<file path="src/rtl/pipe_ctrl_pkg.sv">
// Shared pipeline control definitions: stall encodings, exception codes, FSM states.
package pipe_ctrl_pkg;

    localparam logic Stop   = 1'b1;
    localparam logic NoStop = 1'b0;

    localparam logic [31:0] ZeroWord       = 32'h0000_0000;
    localparam logic [31:0] EXC_VECTOR_DEF = 32'h0000_0020;
    localparam logic [31:0] ERET_CODE      = 32'h0000_000e;

    localparam logic [5:0] STALL_NONE = 6'b000000;
    localparam logic [5:0] STALL_IF   = 6'b000011;
    localparam logic [5:0] STALL_ID   = 6'b000111;
    localparam logic [5:0] STALL_EX   = 6'b001111;
    localparam logic [5:0] STALL_MEM  = 6'b011111;

    typedef enum logic {
        IDLE,
        HOLD
    } state_t;

    // Deepest requesting stage wins; it freezes itself and everything upstream.
    function automatic logic [5:0] arbitrate(
        input logic req_if,
        input logic req_id,
        input logic req_ex,
        input logic req_mem
    );
        logic [5:0] s;
        s = STALL_NONE;
        priority case (1'b1)
            req_mem: s = STALL_MEM;
            req_ex:  s = STALL_EX;
            req_id:  s = STALL_ID;
            req_if:  s = STALL_IF;
            default: s = STALL_NONE;
        endcase
        return s;
    endfunction

endpackage

</file>
<file path="src/rtl/pipe_ctrl_watchdog.sv">
// Stall watchdog: EX-stall run counter with sticky timeout flag, plus a
// free-running count of cycles in which the PC was stalled.
module stall_watchdog
    import pipe_ctrl_pkg::*;
#(
    parameter int STALL_TIMEOUT = 1023,
    parameter int CNT_W         = 32
) (
    input  logic             clk,
    input  logic             rst,
    input  logic [5:0]       stall,
    output logic             stall_timeout,
    output logic [CNT_W-1:0] stall_cycles
);

    localparam int RW = (STALL_TIMEOUT > 1) ? $clog2(STALL_TIMEOUT + 1) : 1;
    localparam logic [RW-1:0] RUN_MAX = RW'(STALL_TIMEOUT);

    logic [RW-1:0] run;

    always_ff @(posedge clk) begin
        if (rst) begin
            run           <= '0;
            stall_timeout <= 1'b0;
            stall_cycles  <= '0;
        end else begin
            if (stall[3] == Stop) begin
                if (run != RUN_MAX) run <= run + RW'(1);
                // flag rises on the edge where the run reaches the limit
                if (run >= RUN_MAX - RW'(1)) stall_timeout <= 1'b1;
            end else begin
                run <= '0;
            end
            if (stall[0] == Stop) stall_cycles <= stall_cycles + CNT_W'(1);
        end
    end

endmodule

</file>
<file path="src/rtl/pipe_ctrl.sv">
// Pipeline sequencing controller: stall arbitration, exception flush and
// PC redirect with a short holdoff, plus the stall watchdog.
module pipe_ctrl
    import pipe_ctrl_pkg::*;
#(
    parameter logic [31:0] EXC_VECTOR    = EXC_VECTOR_DEF,
    parameter int          HOLDOFF       = 1,
    parameter int          STALL_TIMEOUT = 1023,
    parameter int          CNT_W         = 32
) (
    input  logic             clk,
    input  logic             rst,
    input  logic             stallreq_if,
    input  logic             stallreq_id,
    input  logic             stallreq_ex,
    input  logic             stallreq_mem,
    input  logic [31:0]      excepttype_i,
    input  logic [31:0]      cp0_epc_i,
    output logic [5:0]       stall,
    output logic             flush,
    output logic [31:0]      new_pc,
    output logic             stall_timeout,
    output logic [CNT_W-1:0] stall_cycles
);

    localparam int HW = (HOLDOFF > 1) ? $clog2(HOLDOFF) : 1;

    state_t        state, state_nx;
    logic [HW-1:0] hcnt, hcnt_nx;

    always_ff @(posedge clk) begin
        if (rst) begin
            state <= IDLE;
            hcnt  <= '0;
        end else begin
            state <= state_nx;
            hcnt  <= hcnt_nx;
        end
    end

    always_comb begin
        state_nx = state;
        hcnt_nx  = hcnt;
        flush    = 1'b0;
        new_pc   = ZeroWord;
        stall    = arbitrate(stallreq_if, stallreq_id,
                             stallreq_ex, stallreq_mem);
        if (rst) begin
            stall = STALL_NONE;
        end else begin
            unique case (state)
                IDLE: begin
                    // flush overrides any stall; requests are not remembered
                    if (excepttype_i != ZeroWord) begin
                        flush    = 1'b1;
                        stall    = STALL_NONE;
                        new_pc   = (excepttype_i == ERET_CODE) ? cp0_epc_i
                                                               : EXC_VECTOR;
                        state_nx = HOLD;
                        hcnt_nx  = HW'(HOLDOFF - 1);
                    end
                end
                HOLD: begin
                    if (hcnt == '0) state_nx = IDLE;
                    else            hcnt_nx  = hcnt - HW'(1);
                end
            endcase
        end
    end

    stall_watchdog #(
        .STALL_TIMEOUT(STALL_TIMEOUT),
        .CNT_W        (CNT_W)
    ) u_watchdog (
        .clk          (clk),
        .rst          (rst),
        .stall        (stall),
        .stall_timeout(stall_timeout),
        .stall_cycles (stall_cycles)
    );

endmodule
</file>
<file path="config.mk">
export PLATFORM = sky130hd
export DESIGN_NAME = pipe_ctrl
export DESIGN_NICKNAME = d
export VERILOG_FILES = /design/src/rtl/pipe_ctrl_pkg.sv /design/src/rtl/pipe_ctrl_watchdog.sv /design/src/rtl/pipe_ctrl.sv
export SDC_FILE = /design/constraint.sdc
export NUM_CORES = 1
export LEC_CHECK = 0
export CAP_MARGIN = 20
export CORE_MARGIN = 5
export CORE_UTILIZATION = 36
export DETAILED_ROUTE_END_ITERATION = 16
export GPL_ROUTABILITY_DRIVEN = 1
export PLACE_DENSITY = 0.84
export SYNTH_ARGS = -nofsm -noshare
export SYNTH_HDL_FRONTEND = slang
export SYNTH_SLANG_ARGS = --single-unit
export TNS_END_PERCENT = 50
</file>
<file path="constraint.sdc">
create_clock -name clk -period 1.8 [get_ports clk]
set_clock_uncertainty 0.05 [all_clocks]
set_input_delay 0.27 -clock clk [delete_from_list [all_inputs] [get_ports clk]]
set_output_delay 0.27 -clock clk [all_outputs]
set_load 0.05 [all_outputs]
</file>
After elaboration in Yosys (flattened, before gate mapping)
Index checks and enable logic that the tools add are counted.

Add/sub/neg operators: 3. Reduce and logical (&&, ||, !) cells: 3. $lt $le $gt $ge: 1. Bitwise gates (word level): 2. Mux-type cells: 19. Eq/ne operators: 3.

Operators with widths (count): 32-bit two-way mux (4); 32-bit by 1-bit adder with 32-bit output (second input constant) (1); 32-bit by 4-bit equality test with 1-bit output (second input constant) (1); 32-bit nonzero test (1); 6-bit two-way mux (4); 10-bit by 1-bit adder with 10-bit output (second input constant) (1); 10-bit >= comparator (second input constant) (1); 10-bit inequality test (second input constant) (1); 1-bit two-way mux (6); 4-bit two-way mux (1); 1-bit one-hot mux with 2 select lines (2); 3-bit two-way mux (1); 2-bit two-way mux (1); 2-bit inequality test (second input constant) (1); 1-bit NOT (2); 2-bit AND reduction (1); 2-bit OR reduction (1); 1-bit subtractor (second input constant) (1).

Logic and storage cells: 36. Register bits after elaboration: 45. Output and inout port bits: 72. Bits of input ports: 70.

Longest topological paths before layout
Depth after elaboration: 9. Mapped depth: 7. Gate-level depth less buffers: 6.

Modules after synthesis
From an unflattened synthesis, not the netlist that was laid out.

Cell total of the unflattened synthesis: 297. Area, all modules: 2431.1 um2.

Modules (own cells, without submodules): stall_watchdog (area an instance 2000.7 um2, cells an instance 230, sequential area each 860.8 um2, instances 1); pipe_ctrl (area an instance 430.4 um2, cells an instance 67, sequential area each 20.0 um2, instances 1).

Least setup slack after synthesis
OpenSTA, ideal clock, no wires.

Path kind: input-to-output. Start: in excepttype_i[25]. End: out stall[2]. Path slack: -0.866 ns. Stages: 6. Arrival time: 2.346 ns. Required time: 1.480 ns. Buffers on the path: 2. Path through: nor4_1 > and4_2 > a31oi_4 > buf_6 > clkbuf_1 > nor3_1.

Word-level cells in the longest chain between the ends: 4.

RTL lines: start: declaration (RTL line pipe_ctrl.sv:17) `input logic [31:0] excepttype_i,`; 32-bit nonzero test (RTL line pipe_ctrl.sv:54) `if (excepttype_i != ZeroWord) begin`; 6-bit two-way mux (RTL line pipe_ctrl.sv:54); 6-bit two-way mux (RTL line pipe_ctrl.sv:51) `unique case (state)`; 6-bit two-way mux (RTL line pipe_ctrl.sv:48) `if (rst) begin`; end: declaration (RTL line pipe_ctrl.sv:19) `output logic [5:0] stall,`.

No other way between the ends.

Worst setup path after layout
Start: in excepttype_i[14]. End: out new_pc[20].

Word-level cells in the longest chain between the ends: 5. Elaborated cells on any way between the ends: 6. Those cells by class: eq/ne (1); mux (4); reduce/logical (1).

RTL lines: 32-bit by 4-bit equality test with 1-bit output (RTL line pipe_ctrl.sv:57) `new_pc = (excepttype_i == ERET_CODE) ? cp0_epc_i`; 32-bit two-way mux (RTL line pipe_ctrl.sv:57); 32-bit two-way mux * (RTL line pipe_ctrl.sv:54); 32-bit two-way mux * (RTL line pipe_ctrl.sv:51); 32-bit two-way mux * (RTL line pipe_ctrl.sv:48); end: declaration (RTL line pipe_ctrl.sv:21) `output logic [31:0] new_pc,`.

Every way passes the cells marked *; elsewhere a longest branch is shown, timed or not.

==> results.yml <==
global_route:
  grt_max_degree: 28
  grt_pass1_vias: 3390
  antenna_found_initial: 0
  track_usage_pct: 24.3
  overflow: 0
  grt_pass1_wl_um: 17300
setup_path:
  r2r_start: "u_watchdog.stall_cycles[1]$_SDFFE_PP0P_"
  cp_slowest_cell: "nor4_4"
  crit_start: "excepttype_i[14]"
  path_buf_inv: 4
  start_kind: "input pin"
  critPathRequiredTime_ps: 1480
  crit_path_end_kind: "output port"
  rrSetupSlack_ps: -230
  cp.arrival_ps: 1910
  cp_max_fo: 7
  crit_type: "input pin to output port"
  slowest_delay_ps: 270
  path_cells: "buf_6 -> nor4_4 -> and4_4 -> and2_4 -> nor4b_4 -> buf_4 -> buf_6 -> and2_4 -> buf_12"
  crit_family: "simple AND/OR/NAND/NOR gates"
drt:
  firstDrtPassIters: 4
  top_layer: "met4"
  wl_per_cell_um: 20.0
  drt_iter0_drc: 357
  m1WireLength_um: 4260
  drt-total-wl_um: 12400
  wl_met2_um: 6430
  wl_met3_um: 1260
  via_count: 3450
  drtAntennaViolNets: 0
  via_per_inst: 5.57
  drt_drc_violations_left: 0
yosys:
  ys_ff_latch: 44
  synth-edff-count: 0
  synth_cell_types: 45
  yosys_warnings: 0
  syn_area_per_cell_sq_um: 8.33
  ys_seq_area_share_pct: 33.1
  synth_area_sq_um: 2660
  syn-num-nets: 392
  async_flop_share_pct: 0
  synth_ff_type: "dfxtp_1"
  synth_cells: 319
sta:
  setup_violations: 64
  hold_viol: 0
  period_share_pct: 124
  report.final.slew_viol_count: 0
  setup_ws_ps: -430
  tns_ps: -15460
  fmax_ghz: 0.448
  fin_crit_ps: 2230
  rsz0062_at_grt: "true"
clock_network:
  cts_tree: "built"
  cts_hold_buf: 0
  numCtsBuffers: 5
  htreeDepth: 2
  clkLatencyLatePin_ps: 290
  cts_buffer_depth: 2
  clock_sinks: 44
  path_clk_slew_ps: 90
  root_buffer: "clkbuf_8"
floorplanning:
  dieArea_sq_um: 9200
  die_x_um: 95.9
  die_y_um: 95.9
  core-area_sq_um: 7210
  start_util_pct: 36.8
  pin_count: 142
  fp-row-count: 31
outcome:
  run_status: "complete, but fails checks"
  violations: "negative setup slack"
finish:
  final_core_util_pct: 75.8
  num_antenna_cells: 0
  ff_latch_area_sq_um: 912
  final_layout_size_suffix_gt1_share_pct: 55.6
  layout.nets: 592
  syn2layout_area_growth_pct: 106
  multi_input_area_sq_um: 2070
  fill_cells: 472
min_path:
  hold_start: "u_watchdog.stall_cycles[20]$_SDFFE_PP0P_"
  hold_path.class: "register to register"
power_and_ir_drop:
  ir_drop_uv: 422
  powerDensity_nw_per_um2: 385
  p_leak_nw: 2.12
placement:
  dp_hpwl_um: 8890
  io_buffer_count: 140
  place_congestion: 0.820
flow_run:
  drv_cap: 0
-- logic make-up after synthesis --
| kind of cell | Yosys count | share of synthesized area (%) |
|---|---|---|
| XOR/XNOR | 5 | 1.65 |
| adder cells (fa/ha/maj) | 3 | 1.41 |
| AND/OR/NAND/NOR | 165 | 39.3 |
| multiplexers | 7 | 2.92 |
| AO/OA/AOI/OAI | 68 | 16.9 |
| buffers and inverters | 26 | 4.52 |
| flip-flops | 44 | 33.1 |
| other | 1 | 0.141 |
-- path summary, 6_finish.rpt --
kind,end,cells after the start
setup reg to reg,u_watchdog.stall_cycles[26]$_SDFFE_PP0P_,8
setup / recovery,new_pc[20],9
hold / removal,u_watchdog.stall_cycles[20]$_SDFFE_PP0P_,2
hold reg to reg,u_watchdog.stall_cycles[20]$_SDFFE_PP0P_,2
-- Yosys cell counts, types with 2 or more instances --
cell / number / area [sq um]
nor2_1: 21 / 78.8
or3_1: 5 / 31.3
or4_1: 14 / 105
o41ai_1: 2 / 17.5
and4_2: 2 / 20.0
xor2_1: 4 / 35.0
nand4b_1: 2 / 17.5
nand4_1: 10 / 62.6
and2_1: 36 / 225
a21oi_1: 27 / 135
buf_6: 2 / 22.5
o311ai_0: 4 / 35.0
nand3_2: 2 / 20.0
nor4b_2: 2 / 30.0
nor3_1: 9 / 45.0
nor4_1: 6 / 37.5
nor2b_1: 6 / 37.5
nor3_2: 2 / 20.0
and4_1: 3 / 26.3
inv_1: 9 / 33.8
mux2_2: 5 / 56.3
a211oi_1: 5 / 37.5
o31ai_1: 19 / 143
ha_1: 3 / 37.5
and3_1: 6 / 37.5
buf_4: 2 / 15.0
dfxtp_1: 44 / 881
nand3_1: 15 / 75.1
nor4_4: 3 / 63.8
buf_1: 2 / 7.51
clkbuf_1: 11 / 41.3
nand2_1: 17 / 63.8
or2_2: 2 / 12.5
o21ai_0: 6 / 30.0
-- tightest hold or removal path, delay by kind of cell, from the launching register on --
family / cells / cell delay, ps
AO/OA/AOI/OAI: 2 / 130
flip-flops: 1 / 340
-- sequential cells by signal (all words and copies together), names as in the netlist --
| name | cells |
|---|---|
| u_watchdog.stall_cycles | 32 |
| state | 1 |
| u_watchdog.run | 10 |
| u_watchdog.stall_timeout | 1 |
-- layout make-up --
class	instances	share of cell area, %
clock buffer	8	1.65
sequential	44	16.7
multi-input combinational	249	37.9
timing repair buffer	210	40.8
tap	99	2.27
inverter	9	0.710
-- timing repair --
action,in CTS,in global routing
gates resized for setup,154,38
pin swaps,45,19
buffers inserted,13,5
endpoints found under the setup margin,80,73
gates cloned,3,0
-- where the power goes --
group	leakage, nW	switching (mW)	internal (mW)	total (mW)
sequential	0.366	0.0149	0.979	0.994
combinational	1.71	0.213	0.237	0.450
clock	0.0455	0.347	0.314	0.661
total	2.12	0.575	1.53	2.11
-- stage by stage --
| step | instance area (sq um) | instances | power [mW] | setup slack (ps) | hold slack [ps] |
|---|---|---|---|---|---|
| 3_3_place_gp | 4940 | 593 | 1.40 | -636 | 413 |
| 5_1_grt | 5470 | 619 | 2.18 | -506 | 475 |
| 4_1_cts | 5310 | 616 | 2.08 | -389 | 439 |
| 6_report | 5470 | 619 | 2.11 | -430 | 459 |
| 3_5_place_dp | 4940 | 593 | 1.41 | -728 | 426 |
| 2_1_floorplan | 2830 | 319 | 1.14 | -389 | 412 |
-- metal layers --
metal,global-route usage (%),vias to the layer above
met5,0,-
met1,25.9,1628
met2,47.2,201
met4,6.52,0
li1,-,1587
met3,5.71,34
-- cells in the final DEF (no fill, tap or decap), types with 5 or more instances in the layout --
master,count
buf_12,40
nor2_1,19
clkbuf_8,6
a21oi_2,8
buf_2,9
mux2_2,5
buf_4,92
or4_1,8
nand4_1,10
nor3_1,5
clkdlybuf4s15_1,8
clkdlybuf4s50_1,32
inv_1,7
nand3_1,12
buf_6,19
nor2b_1,6
and2_4,31
nor4_4,8
nand2_1,15
and3_1,5
o21ai_0,6
or4_4,6
dfxtp_2,19
a21oi_1,19
o31ai_1,17
dlygate4sd2_1,6
dfxtp_1,23
Note: power is estimated with default switching activity, not from simulation.
